[src/rtl/biquad_coef_ctrl.sv]
// Biquad coefficient controller: shadow bank written by the host,
// swapped atomically into the active bank on a sample strobe.
//
// Ports:
//   CLK, RST            clock, async active-low reset
//   WR_VALID/WR_READY   write handshake; WR_SECT/WR_IDX/WR_DATA payload
//   COMMIT_REQ          request swap (sampled in IDLE/LOAD)
//   COMMIT_ACK          one-cycle pulse in the swap cycle
//   SAMPLE_STB          sample-boundary strobe
//   COEF_OUT            active coefficients, 80 bits per section
//   FLUSH               delay-line clear pulse after a swap
//   BUSY                commit in progress
//   ERR                 sticky illegal-write flag, cleared by a swap
module biquad_coef_ctrl #(
   parameter int N_SECT          = 4,
   parameter int SECT_W          = 2,
   parameter bit FLUSH_ON_COMMIT = 1'b1,
   parameter int FLUSH_CYC       = 2
) (
   input  logic                CLK,
   input  logic                RST,
   input  logic                WR_VALID,
   output logic                WR_READY,
   input  logic [SECT_W-1:0]   WR_SECT,
   input  logic [2:0]          WR_IDX,
   input  logic [15:0]         WR_DATA,
   input  logic                COMMIT_REQ,
   output logic                COMMIT_ACK,
   input  logic                SAMPLE_STB,
   output logic [N_SECT*80-1:0] COEF_OUT,
   output logic                FLUSH,
   output logic                BUSY,
   output logic                ERR
);

   localparam int CW = (FLUSH_CYC > 1) ? $clog2(FLUSH_CYC) : 1;
   localparam logic [15:0] UNITY = 16'h4000;

   typedef enum logic [2:0] {
      S_IDLE,
      S_LOAD,
      S_PEND,
      S_SWAP,
      S_FLSH
   } state_t;

   state_t        state_q, state_d;
   logic [CW-1:0] fcnt_q, fcnt_d;
   logic          err_q, err_d;

   logic [15:0] shadow_q [N_SECT][5];
   logic [15:0] shadow_d [N_SECT][5];
   logic [15:0] active_q [N_SECT][5];
   logic [15:0] active_d [N_SECT][5];

   logic wr_rdy;
   logic wr_acc;
   logic wr_legal;

   assign wr_rdy   = (state_q == S_IDLE) || (state_q == S_LOAD);
   assign wr_acc   = WR_VALID && wr_rdy;
   assign wr_legal = (WR_IDX <= 3'd4) && (int'(WR_SECT) < N_SECT);

   assign WR_READY = wr_rdy;
   assign ERR      = err_q;

   // control FSM
   always_comb begin
      state_d    = state_q;
      fcnt_d     = fcnt_q;
      err_d      = err_q;
      COMMIT_ACK = 1'b0;
      FLUSH      = 1'b0;
      BUSY       = 1'b0;
      unique case (state_q)
         S_IDLE, S_LOAD: begin
            if (wr_acc) begin
               if (wr_legal) state_d = S_LOAD;
               else          err_d   = 1'b1;
            end
            // a same-cycle write lands in shadow before the swap
            if (COMMIT_REQ) state_d = S_PEND;
         end
         S_PEND: begin
            BUSY = 1'b1;
            if (SAMPLE_STB) state_d = S_SWAP;
         end
         S_SWAP: begin
            BUSY       = 1'b1;
            COMMIT_ACK = 1'b1;
            err_d      = 1'b0;
            if (FLUSH_ON_COMMIT) begin
               state_d = S_FLSH;
               fcnt_d  = CW'(FLUSH_CYC - 1);
            end else begin
               state_d = S_IDLE;
            end
         end
         S_FLSH: begin
            BUSY  = 1'b1;
            FLUSH = 1'b1;
            if (fcnt_q == '0) state_d = S_IDLE;
            else              fcnt_d  = fcnt_q - 1'b1;
         end
         default: state_d = S_IDLE;
      endcase
   end

   always_ff @(posedge CLK or negedge RST) begin
      if (!RST) begin
         state_q <= S_IDLE;
         fcnt_q  <= '0;
         err_q   <= 1'b0;
      end else begin
         state_q <= state_d;
         fcnt_q  <= fcnt_d;
         err_q   <= err_d;
      end
   end

   // shadow bank: host writes
   always_comb begin
      shadow_d = shadow_q;
      for (int s = 0; s < N_SECT; s++) begin
         for (int k = 0; k < 5; k++) begin
            if (wr_acc && wr_legal &&
                int'(WR_SECT) == s &&
                int'(WR_IDX) == k)
               shadow_d[s][k] = WR_DATA;
         end
      end
   end

   // active bank: whole-bank copy in the swap cycle only
   always_comb begin
      active_d = active_q;
      if (state_q == S_SWAP)
         active_d = shadow_q;
   end

   always_ff @(posedge CLK or negedge RST) begin
      if (!RST) begin
         for (int s = 0; s < N_SECT; s++) begin
            for (int k = 0; k < 5; k++) begin
               shadow_q[s][k] <= (k == 0) ? UNITY : 16'h0000;
               active_q[s][k] <= (k == 0) ? UNITY : 16'h0000;
            end
         end
      end else begin
         shadow_q <= shadow_d;
         active_q <= active_d;
      end
   end

   always_comb begin
      COEF_OUT = '0;
      for (int s = 0; s < N_SECT; s++) begin
         for (int k = 0; k < 5; k++) begin
            COEF_OUT[s*80 + k*16 +: 16] = active_q[s][k];
         end
      end
   end

endmodule

[config.mk]
export PLATFORM = sky130hd
export DESIGN_NAME = biquad_coef_ctrl
export DESIGN_NICKNAME = d
export VERILOG_FILES = /design/src/rtl/biquad_coef_ctrl.sv
export SDC_FILE = /design/constraint.sdc
export NUM_CORES = 1
export LEC_CHECK = 0
export CORE_ASPECT_RATIO = 1.2
export CORE_MARGIN = 4
export CORE_UTILIZATION = 39
export CTS_BUF_LIST = sky130_fd_sc_hd__clkbuf_16
export CTS_CLUSTER_SIZE = 8
export DETAILED_ROUTE_END_ITERATION = 12
export GPL_TIMING_DRIVEN = 0
export PLACE_DENSITY_LB_ADDON = 0.05
export SYNTH_ARGS = -nofsm -noshare
export SYNTH_HDL_FRONTEND = slang
export SYNTH_SLANG_ARGS = --single-unit
export TNS_END_PERCENT = 30
[constraint.sdc]
create_clock -name CLK -period 3.3 [get_ports CLK]
set_clock_uncertainty 0.1 [all_clocks]
set_input_delay 0.825 -clock CLK [delete_from_list [all_inputs] [get_ports CLK]]
set_output_delay 0.825 -clock CLK [all_outputs]
set_load 0.005 [all_outputs]
==> flow_summary.ini <==
[run_status]
status = complete, no violations

[die]
fp.dieW_um = 239
dieArea_um2 = 67900
fp.dieH_um = 285
core_area_um2 = 63200
ios = 351
rows = 101
initial_core_util_pct = 39.4

[sta]
rsz0062_at_grt = false
setup_viol = 0
period_minus_slack_ps = 3190
worstMarginPinSlew_ps = 1140
finalHoldViolations = 0
fin_hold_ws_ps = 96.8
finalMaxSlewViolations = 0
fin_tns_setup_ps = 0
postLayoutSetupSlackWorst_ps = 107
post-route-period-util_pct = 96.8
fmaxAchievable_mhz = 313
relSlewSlack_pct = 24.1

[power_and_ir_drop]
p_total_mw = 30.1
internal_power_mw = 21.8
p_seq_share_pct = 41.8
ir_drop_uv = 466
switching_share_pct = 27.4
p_sw_mw = 8.24
pwr-share-clk_pct = 27.5
leakagePower_nw = 15.7
combPwrFrac_pct = 30.8
power_density_nw_per_um2 = 943

[logic_synthesis]
yosys-top-cells-area = dfrtp_1 64%, mux2_2 24%, mux2_4 6.0%, nand4_4 0.86%, dfstp_2 0.85%
yosys-mux-area-fraction_pct = 30.5
synth_nets = 1464
synth_compound_area_share_pct = 0.181
synthXorXnorAreaFrac_pct = 0
synth_cell_types = 30
async_reset_ff_share_pct = 100
synth_edf_count = 0
synthSimpleGateAreaFrac_pct = 1.99
ys_seq_elements = 645
synthesis.area_um2 = 24900
ys_seq_area_share_pct = 64.9
synth_top_family_by_area = multiplexers
syn-mean-instance-area_um2 = 17.3
synthCells = 1438
synth.top_cell.area_share_pct = 64.1
synthAdderAreaFrac_pct = 0
synth_ff_type = dfrtp_1
yosys_warnings = 0
yosys.area.top_type = dfrtp_1

[drt]
num_vias = 13461
drt_first_pass_iters = 4
vias_per_cell = 4.93
drt_iter0_drc = 400
wl_per_cell_um = 24.4
drc_errors = 0
wirelength_um = 66500
detail-route-antenna-nets = 0

[critical_path]
cp-start-kind = flop
crit_type = flop to primary output
path_buf_inv = 3
path_depth = 4
slowest_stage = clkdlybuf4s50_1
worstPathRequired_ps = 2370
cp-end-kind = primary output
reg2regPathDepth = 4
cp_top_family = buffers and inverters
cp_slowest_stage_delay_ps = 540
cp_max_fo = 10
cp.arrival_ps = 2270
crit_chain = or2_4 > clkinv_1 > buf_6 > clkdlybuf4s50_1

[layout]
areaGrowthSynthToFinish_pct = 28.2
fin_cells = 2731
fin_nets = 1894
drive_gt1_share_pct = 44.2

[cts]
cts.sinks = 645
h-tree-depth = 3
cts_root_buffer = clkbuf_16
cts_post_setup_buffers_inserted = 0
cts_tree = built
path_clk_slew_ps = 50
cts_buffers = 90
clk_latency_ps = 610
cts-resized-gates = 3
cts_hold_buf = 0
clk_path_buf_depth = 3

[global_route]
gr-usage-all-layers_pct = 19.6
antenna_found_initial = 3
grt_first_pass_wirelength_um = 99700
grt_max_degree = 125
grt_overflow = 0
grt_pass1_vias = 14993

[place]
dp_hpwl_um = 45700
numPlacedInstances = 2601
port_buffers = 334
dpl_worst_slack_ps = 119
place.gp.congestion = 0.762

[flow_run]
cap_violations = 0

[hold_path]
holdCritPathClass = primary input to async pin
==> synth_stat cells, types with 5 or more instances <==
cell	n
buf_2	39
buf_4	12
buf_6	13
clkbuf_1	36
dfrtp_1	637
dfstp_2	8
mux2_2	540
mux2_4	100
nand2_1	5
nand4_2	6
nand4_4	10
==> per-stage QoR <==
stage               instance area (um2)  util (%)
global route                      31900      50.5
global placement                  29200      46.3
finish                            31900      50.5
CTS                               31900      50.4
floorplan                         24900         -
detailed placement                29400      46.5
==> layer usage <==
| metal | GRT usage (%) | vias up | wire, um |
|---|---|---|---|
| met5 | 0 | - | 0 |
| met4 | 5.81 | 0 | 1410 |
| met3 | 5.59 | 75 | 4080 |
| met2 | 33.2 | 314 | 33100 |
| met1 | 24.4 | 7143 | 27900 |
| li1 | - | 5929 | - |
==> cell type report <==
cell class              count  area [um2]
diodes                      3        7.51
multi-input cells         689        8120
well taps                 824        1030
fillers                  5414       31300
inverters                   3        11.3
clock buffers              92        2300
plain buffers             100         589
repair buffers            339        3490
clock inverters            36         180
flip-flops and latches    645       16200
==> placed cells by master (no fill, tap or decap), types with 2 or more instances in the layout <==
| master | Yosys | final |
|---|---|---|
| and4b_1 | 4 | 4 |
| buf_16 | 0 | 5 |
| buf_2 | 39 | 38 |
| buf_4 | 12 | 12 |
| buf_6 | 13 | 14 |
| clkbuf_1 | 36 | 35 |
| clkbuf_16 | 0 | 92 |
| clkdlybuf4s50_1 | 0 | 333 |
| dfrtp_1 | 637 | 637 |
| dfstp_2 | 8 | 8 |
| diode_2 | 0 | 3 |
| inv_1 | 2 | 32 |
| inv_6 | 0 | 3 |
| mux2_2 | 540 | 540 |
| mux2_4 | 100 | 100 |
| nand2_1 | 5 | 5 |
| nand4_2 | 6 | 6 |
| nand4_4 | 10 | 10 |
| nor2_1 | 4 | 4 |
| nor2b_1 | 4 | 4 |
| nor3b_1 | 2 | 2 |
| nor3b_4 | 3 | 3 |
==> worst register-to-register path, cell delays in order (launching register included) <==
cell and delay, ps:
dfrtp_1 490, or2_4 240, clkbuf_1 630, buf_2 450
mux2_2 390
==> power groups by stage <==
stage               Combinational, mW  Clock, mW  Sequential [mW]
detailed placement               9.42          0             12.7
finish                           9.24       8.26             12.5
floorplan                        3.86          0             12.3
global placement                 9.30          0             12.7
global route                     9.94       8.83             12.9
CTS                              9.48       8.51             12.6
==> cells by family after synthesis <==
kind of cell / after synthesis
simple gates: 43
compound gates: 6
buf+inv: 104
flops: 645
mux: 640
==> worst paths after layout <==
| check | to | from | slack [ps] |
|---|---|---|---|
| worst min-delay path | COEF_OUT[103] | RST | 100 |
| max in group asynchronous | COEF_OUT[72] | RST | 950 |
| worst max-delay path | COMMIT_ACK | state_q[2] | 110 |
| worst min register to register | state_q[2] | fcnt_q | 390 |
| worst max register to register | COEF_OUT[241] | state_q[2] | 870 |
| min in group CLK | state_q[2] | fcnt_q | 390 |
==> registers in the layout (all words and copies together) (netlist names) <==
| name | flops |
|---|---|
| COEF_OUT | 320 |
| shadow_q | 320 |
| fcnt_q | 1 |
| state_q | 3 |
| ERR | 1 |
(Power assumes the default switching activity.)
